[config.mk]
export PLATFORM = sky130hd
export DESIGN_NAME = ram_burst_ctrl
export DESIGN_NICKNAME = d
export VERILOG_FILES = /design/src/rtl/ram_ctrl_pkg.sv /design/src/rtl/ram_burst_ctrl.sv
export SDC_FILE = /design/constraint.sdc
export NUM_CORES = 1
export LEC_CHECK = 0
export BUFFER_PORTS_ARGS = -buffer_cell sky130_fd_sc_hd__clkbuf_2
export CAP_MARGIN = 20
export CORE_MARGIN = 10
export CORE_UTILIZATION = 45
export CTS_BUF_LIST = sky130_fd_sc_hd__clkbuf_16
export CTS_CLUSTER_DIAMETER = 200
export DETAILED_ROUTE_END_ITERATION = 16
export MAX_ROUTING_LAYER = met4
export PLACE_DENSITY = 0.8
export SYNTH_ARGS = -nofsm -noshare
export SYNTH_HDL_FRONTEND = slang
export SYNTH_SLANG_ARGS = --single-unit
[constraint.sdc]
create_clock -name clk -period 5.6 [get_ports clk]
set_clock_uncertainty 0.2 [all_clocks]
set_input_delay 0.28 -clock clk [delete_from_list [all_inputs] [get_ports clk]]
set_output_delay 0.28 -clock clk [all_outputs]
set_load 0.05 [all_outputs]
[src/rtl/ram_ctrl_pkg.sv]
// Shared definitions for the burst RAM controller: FSM state encoding and default widths.
package ram_ctrl_pkg;

  localparam int unsigned ADDR_W_DEF = 2;
  localparam int unsigned DATA_W_DEF = 8;
  localparam int unsigned LEN_W_DEF  = 2;

  typedef enum logic [1:0] {
    ST_IDLE  = 2'd0,
    ST_WRITE = 2'd1,
    ST_READ  = 2'd2
  } state_e;

endpackage

[src/rtl/ram_burst_ctrl.sv]
// Burst controller: accepts write/read commands and streams beats to/from a single-port RAM
// with valid/ready back-pressure on the command, write-data and read-data channels.
module ram_burst_ctrl
  import ram_ctrl_pkg::*;
#(
  parameter int ADDR_W = ADDR_W_DEF,
  parameter int DATA_W = DATA_W_DEF,
  parameter int LEN_W  = LEN_W_DEF
) (
  input  logic              clk,
  input  logic              rst_n,
  input  logic              cmd_valid,
  output logic              cmd_ready,
  input  logic              cmd_write,
  input  logic [ADDR_W-1:0] cmd_addr,
  input  logic [LEN_W-1:0]  cmd_len,
  input  logic              wdata_valid,
  output logic              wdata_ready,
  input  logic [DATA_W-1:0] wdata,
  output logic              rdata_valid,
  input  logic              rdata_ready,
  output logic [DATA_W-1:0] rdata,
  output logic              busy,
  output logic [ADDR_W-1:0] ram_addr,
  output logic              ram_wr_en,
  output logic [DATA_W-1:0] ram_wr_data,
  input  logic [DATA_W-1:0] ram_rd_data
);

  state_e            state_q;
  logic [ADDR_W-1:0] cur_addr_q;
  logic [LEN_W-1:0]  beats_left_q;
  logic [DATA_W-1:0] rdata_q;
  logic              rdata_valid_q;

  logic cmd_hs_s;
  logic wr_hs_s;
  logic rd_cap_s;

  // A read beat is only fetched when the single output slot is empty or being drained.
  assign cmd_hs_s = (state_q == ST_IDLE) && cmd_valid;
  assign wr_hs_s  = (state_q == ST_WRITE) && wdata_valid;
  assign rd_cap_s = (state_q == ST_READ) && (!rdata_valid_q || rdata_ready);

  assign cmd_ready   = (state_q == ST_IDLE);
  assign wdata_ready = (state_q == ST_WRITE);
  assign ram_wr_en   = wr_hs_s;
  assign ram_wr_data = wdata;
  assign ram_addr    = cur_addr_q;
  assign rdata       = rdata_q;
  assign rdata_valid = rdata_valid_q;
  assign busy        = (state_q != ST_IDLE) || rdata_valid_q;

  // Burst sequencing FSM plus the read-data output slot.
  always_ff @(posedge clk or negedge rst_n) begin
    if (!rst_n) begin
      state_q       <= ST_IDLE;
      cur_addr_q    <= '0;
      beats_left_q  <= '0;
      rdata_q       <= '0;
      rdata_valid_q <= 1'b0;
    end else begin
      case (state_q)
        ST_IDLE: begin
          if (cmd_hs_s) begin
            cur_addr_q   <= cmd_addr;
            beats_left_q <= cmd_len;
            state_q      <= cmd_write ? ST_WRITE : ST_READ;
          end
        end
        ST_WRITE: begin
          if (wr_hs_s) begin
            cur_addr_q <= cur_addr_q + ADDR_W'(1);
            if (beats_left_q == '0) begin
              state_q <= ST_IDLE;
            end else begin
              beats_left_q <= beats_left_q - LEN_W'(1);
            end
          end
        end
        ST_READ: begin
          if (rd_cap_s) begin
            cur_addr_q <= cur_addr_q + ADDR_W'(1);
            if (beats_left_q == '0) begin
              state_q <= ST_IDLE;
            end else begin
              beats_left_q <= beats_left_q - LEN_W'(1);
            end
          end
        end
        default: begin
          state_q <= ST_IDLE;
        end
      endcase

      // A pending beat survives IDLE until consumed, so the slot is managed outside the case.
      if (rd_cap_s) begin
        rdata_q       <= ram_rd_data;
        rdata_valid_q <= 1'b1;
      end else if (rdata_ready) begin
        rdata_valid_q <= 1'b0;
      end
    end
  end

endmodule

==> summary.txt <==
Status
  • Outcome: finished, final reports clean

Die
  • Initial core utilization: 47.2%
  • Die area: 0.00392 mm2
  • Area of the core: 0.00173 mm2
  • Rows: 15
  • Die Width: 62.6 um
  • I/O pins: 49
  • Die height: 62.6 um

Clocking
  • Clk pin slew, worst setup/hold paths: 0.05 ns
  • Clock Root Buffer: clkbuf_16
  • Hold buffers post-CTS: 1
  • Total CTS buffers: 3
  • Skew-Pair Late Insertion Delay: 0.24 ns
  • H-tree levels: 1
  • CTS max path bufs: 2
  • CTS tree: done
  • Sink Count: 15
  • Setup repair bufs after CTS: 0
  • # resized after CTS: 0

Worst setup path
  • R2R Path Start: state_q[0]
  • Crit Path Class: reg -> reg
  • Worst EP required: 5.56 ns
  • Worst Setup SP: state_q[0]
  • CP startpoint kind: flop
  • WP data arrival: 1.96 ns
  • Nature of the critical path endpoint: flop
  • Crit Path Max Fanout: 5

Synth
  • #FFs+latches synth: 15
  • Gate Count Post-Synth: 71
  • Yosys warning count: 0
  • Syn Nets: 102
  • Async SR Flop Fraction: 100%
  • Syn Area/Cell: 11.5 um2
  • Ys flop type: dfrtp_1
  • Post-synth EDFFs: 0
  • Register area share after synthesis: 46.0%
  • Unique masters post-synth: 16
  • Cell Area, Synth: 816 um2

Power
  • Tot Pwr: 0.000829 W
  • Power per cell area: 800 mW/mm2
  • Maximum vdd drop: 457 uV
  • Pleak: 0.542 nW

Final layout
  • Final std cells w/o fill: 125
  • # diodes: 0
  • Layout Nets: 132
  • Layout cell share with drive strength beyond 1: 46.0%
  • Area delta synth->final: 27.1%
  • Finished Cell Area: 0.00104 mm2
  • Layout Utilization: 60.1%

Place
  • Placed Area: 947 um2
  • Post-DP HPWL: 1490 um
  • Inst Count DP: 120
  • PortBufs: 32
  • Gp weighted congestion: 0.709

Global routing
  • Largest net degree at the start of global routing: 16
  • Remaining Overflow, GRT: 0
  • Initial antenna violation count: 0
  • Met2 Usage GRT: 18.3%
  • Vias in the first global route: 664
  • Busiest grt layer: met2
  • Met1 Use GR: 10.6%
  • Overall Global Routing Usage: 10.5%
  • Global-route wire length before repair: 3260 um
  • Met3 usage: 4.84%

STA
  • Least-Margin Pin Slew: 0.423 ns
  • Setup TNS: 0 ns
  • Clock period minus worst slack: 2.01 ns
  • Fin. max-slew vios: 0
  • Fin. Hold Viols: 0
  • Final period utilization: 35.8%
  • Max frequency: 499 MHz
  • Rel. slew slack: 71.8%
  • RSZ-0062 raised after global routing: no
  • Final setup vio count: 0

Route
  • Initial DRC count: 13
  • Wire per inst: 15.7 um
  • Final ANT Viol Nets: 0
  • Vias per std cell: 4.87
  • Vias: 609
  • 1st-pass router iterations: 2
  • Number of remaining DRC errors: 0
  • Detailed-route wire length: 1960 um

Run
  • Max Cap Viol: 0

Min path
  • Min-delay worst type: in -> reg
  • Hold path startpoint: ram_rd_data[6]
[final cells by class]
| cell class | count | area, um2 |
|---|---|---|
| clock buffer | 3 | 75.1 |
| clock inverter | 1 | 5.00 |
| fill | 166 | 689 |
| inverter | 5 | 18.8 |
| multi-input combinational | 43 | 362 |
| sequential | 15 | 375 |
| tap | 25 | 31.3 |
| timing repair buffer | 33 | 170 |
[sequential cells by signal, indices dropped and copies added, names as in the netlist]
register,cells
beats_left_q,2
ram_addr,2
rdata_valid,1
rdata,8
state_q,2
[synth_stat cells, types with 2 or more instances]
cell,count,area [um2]
dfrtp_1,15,375
ha_1,5,62.6
nor2_1,4,15.0
mux2i_1,5,50.1
inv_1,5,18.8
nor2b_1,3,18.8
nand2_1,4,15.0
a21oi_1,3,15.0
a31oi_1,2,12.5
mux2_2,8,90.1
nand2b_1,5,31.3
buf_4,8,60.1
[kinds of logic after synthesis]
group | synth area share [%]
buf+inv | 9.66
compound gates | 8.13
simple gates | 11.3
fa+ha+maj | 7.67
flops | 46.0
mux | 17.2
[power breakdown]
group	leakage [nW]	internal [W]	switching (W)	total, W
clock network	0.0409	0.0000954	0.0000457	0.000141
registers	0.179	0.000165	0.0000295	0.000195
logic	0.322	0.000150	0.000344	0.000494
[cells in the final DEF, fill, tap and decap left out, types with 2 or more instances in the layout]
cell type	n
nand2_1	4
clkbuf_16	3
clkbuf_2	32
inv_1	5
a21oi_1	3
mux2i_1	5
nor2b_1	3
ha_1	5
nand2b_1	5
dfrtp_1	15
mux2_2	8
a31oi_1	2
nor2_1	4
[per-stage QoR]
stage | setup WS [ns] | hold WS [ns]
after floorplan | 3.55 | -0.216
after global placement | 3.75 | 0.00688
after global routing | 3.47 | 0.0692
after CTS | 3.60 | 0.0631
final | 3.59 | 0.0649
after detailed placement | 3.64 | 0.0173
[worst max-delay path, stage by stage (launching register included)]
cell,delay (ns)
dfrtp_1,0.37
inv_1,0.10
ha_1,0.26
nor2b_1,0.18
a2111oi_4,0.46
nand2_2,0.13
mux2i_1,0.21
[worst paths after layout]
kind / cells after the start / endpoint / slack (ns)
max in group asynchronous: 2 / rdata[4] / 4.65
setup reg to reg: 6 / beats_left_q[1] / 3.59
hold / removal: 2 / rdata[6] / 0.06
min in group asynchronous: 2 / ram_addr[0] / 0.28
setup / recovery: 6 / beats_left_q[1] / 3.59
hold reg to reg: 1 / rdata[4] / 0.31
[per-layer routing]
layer	share of wire [%]	routed length (um)
met1	41	796
met2	51	1010
met3	7.4	145
met4	0.51	10
met5	0	0
No activity file was read; power rests on OpenSTA's default activity.
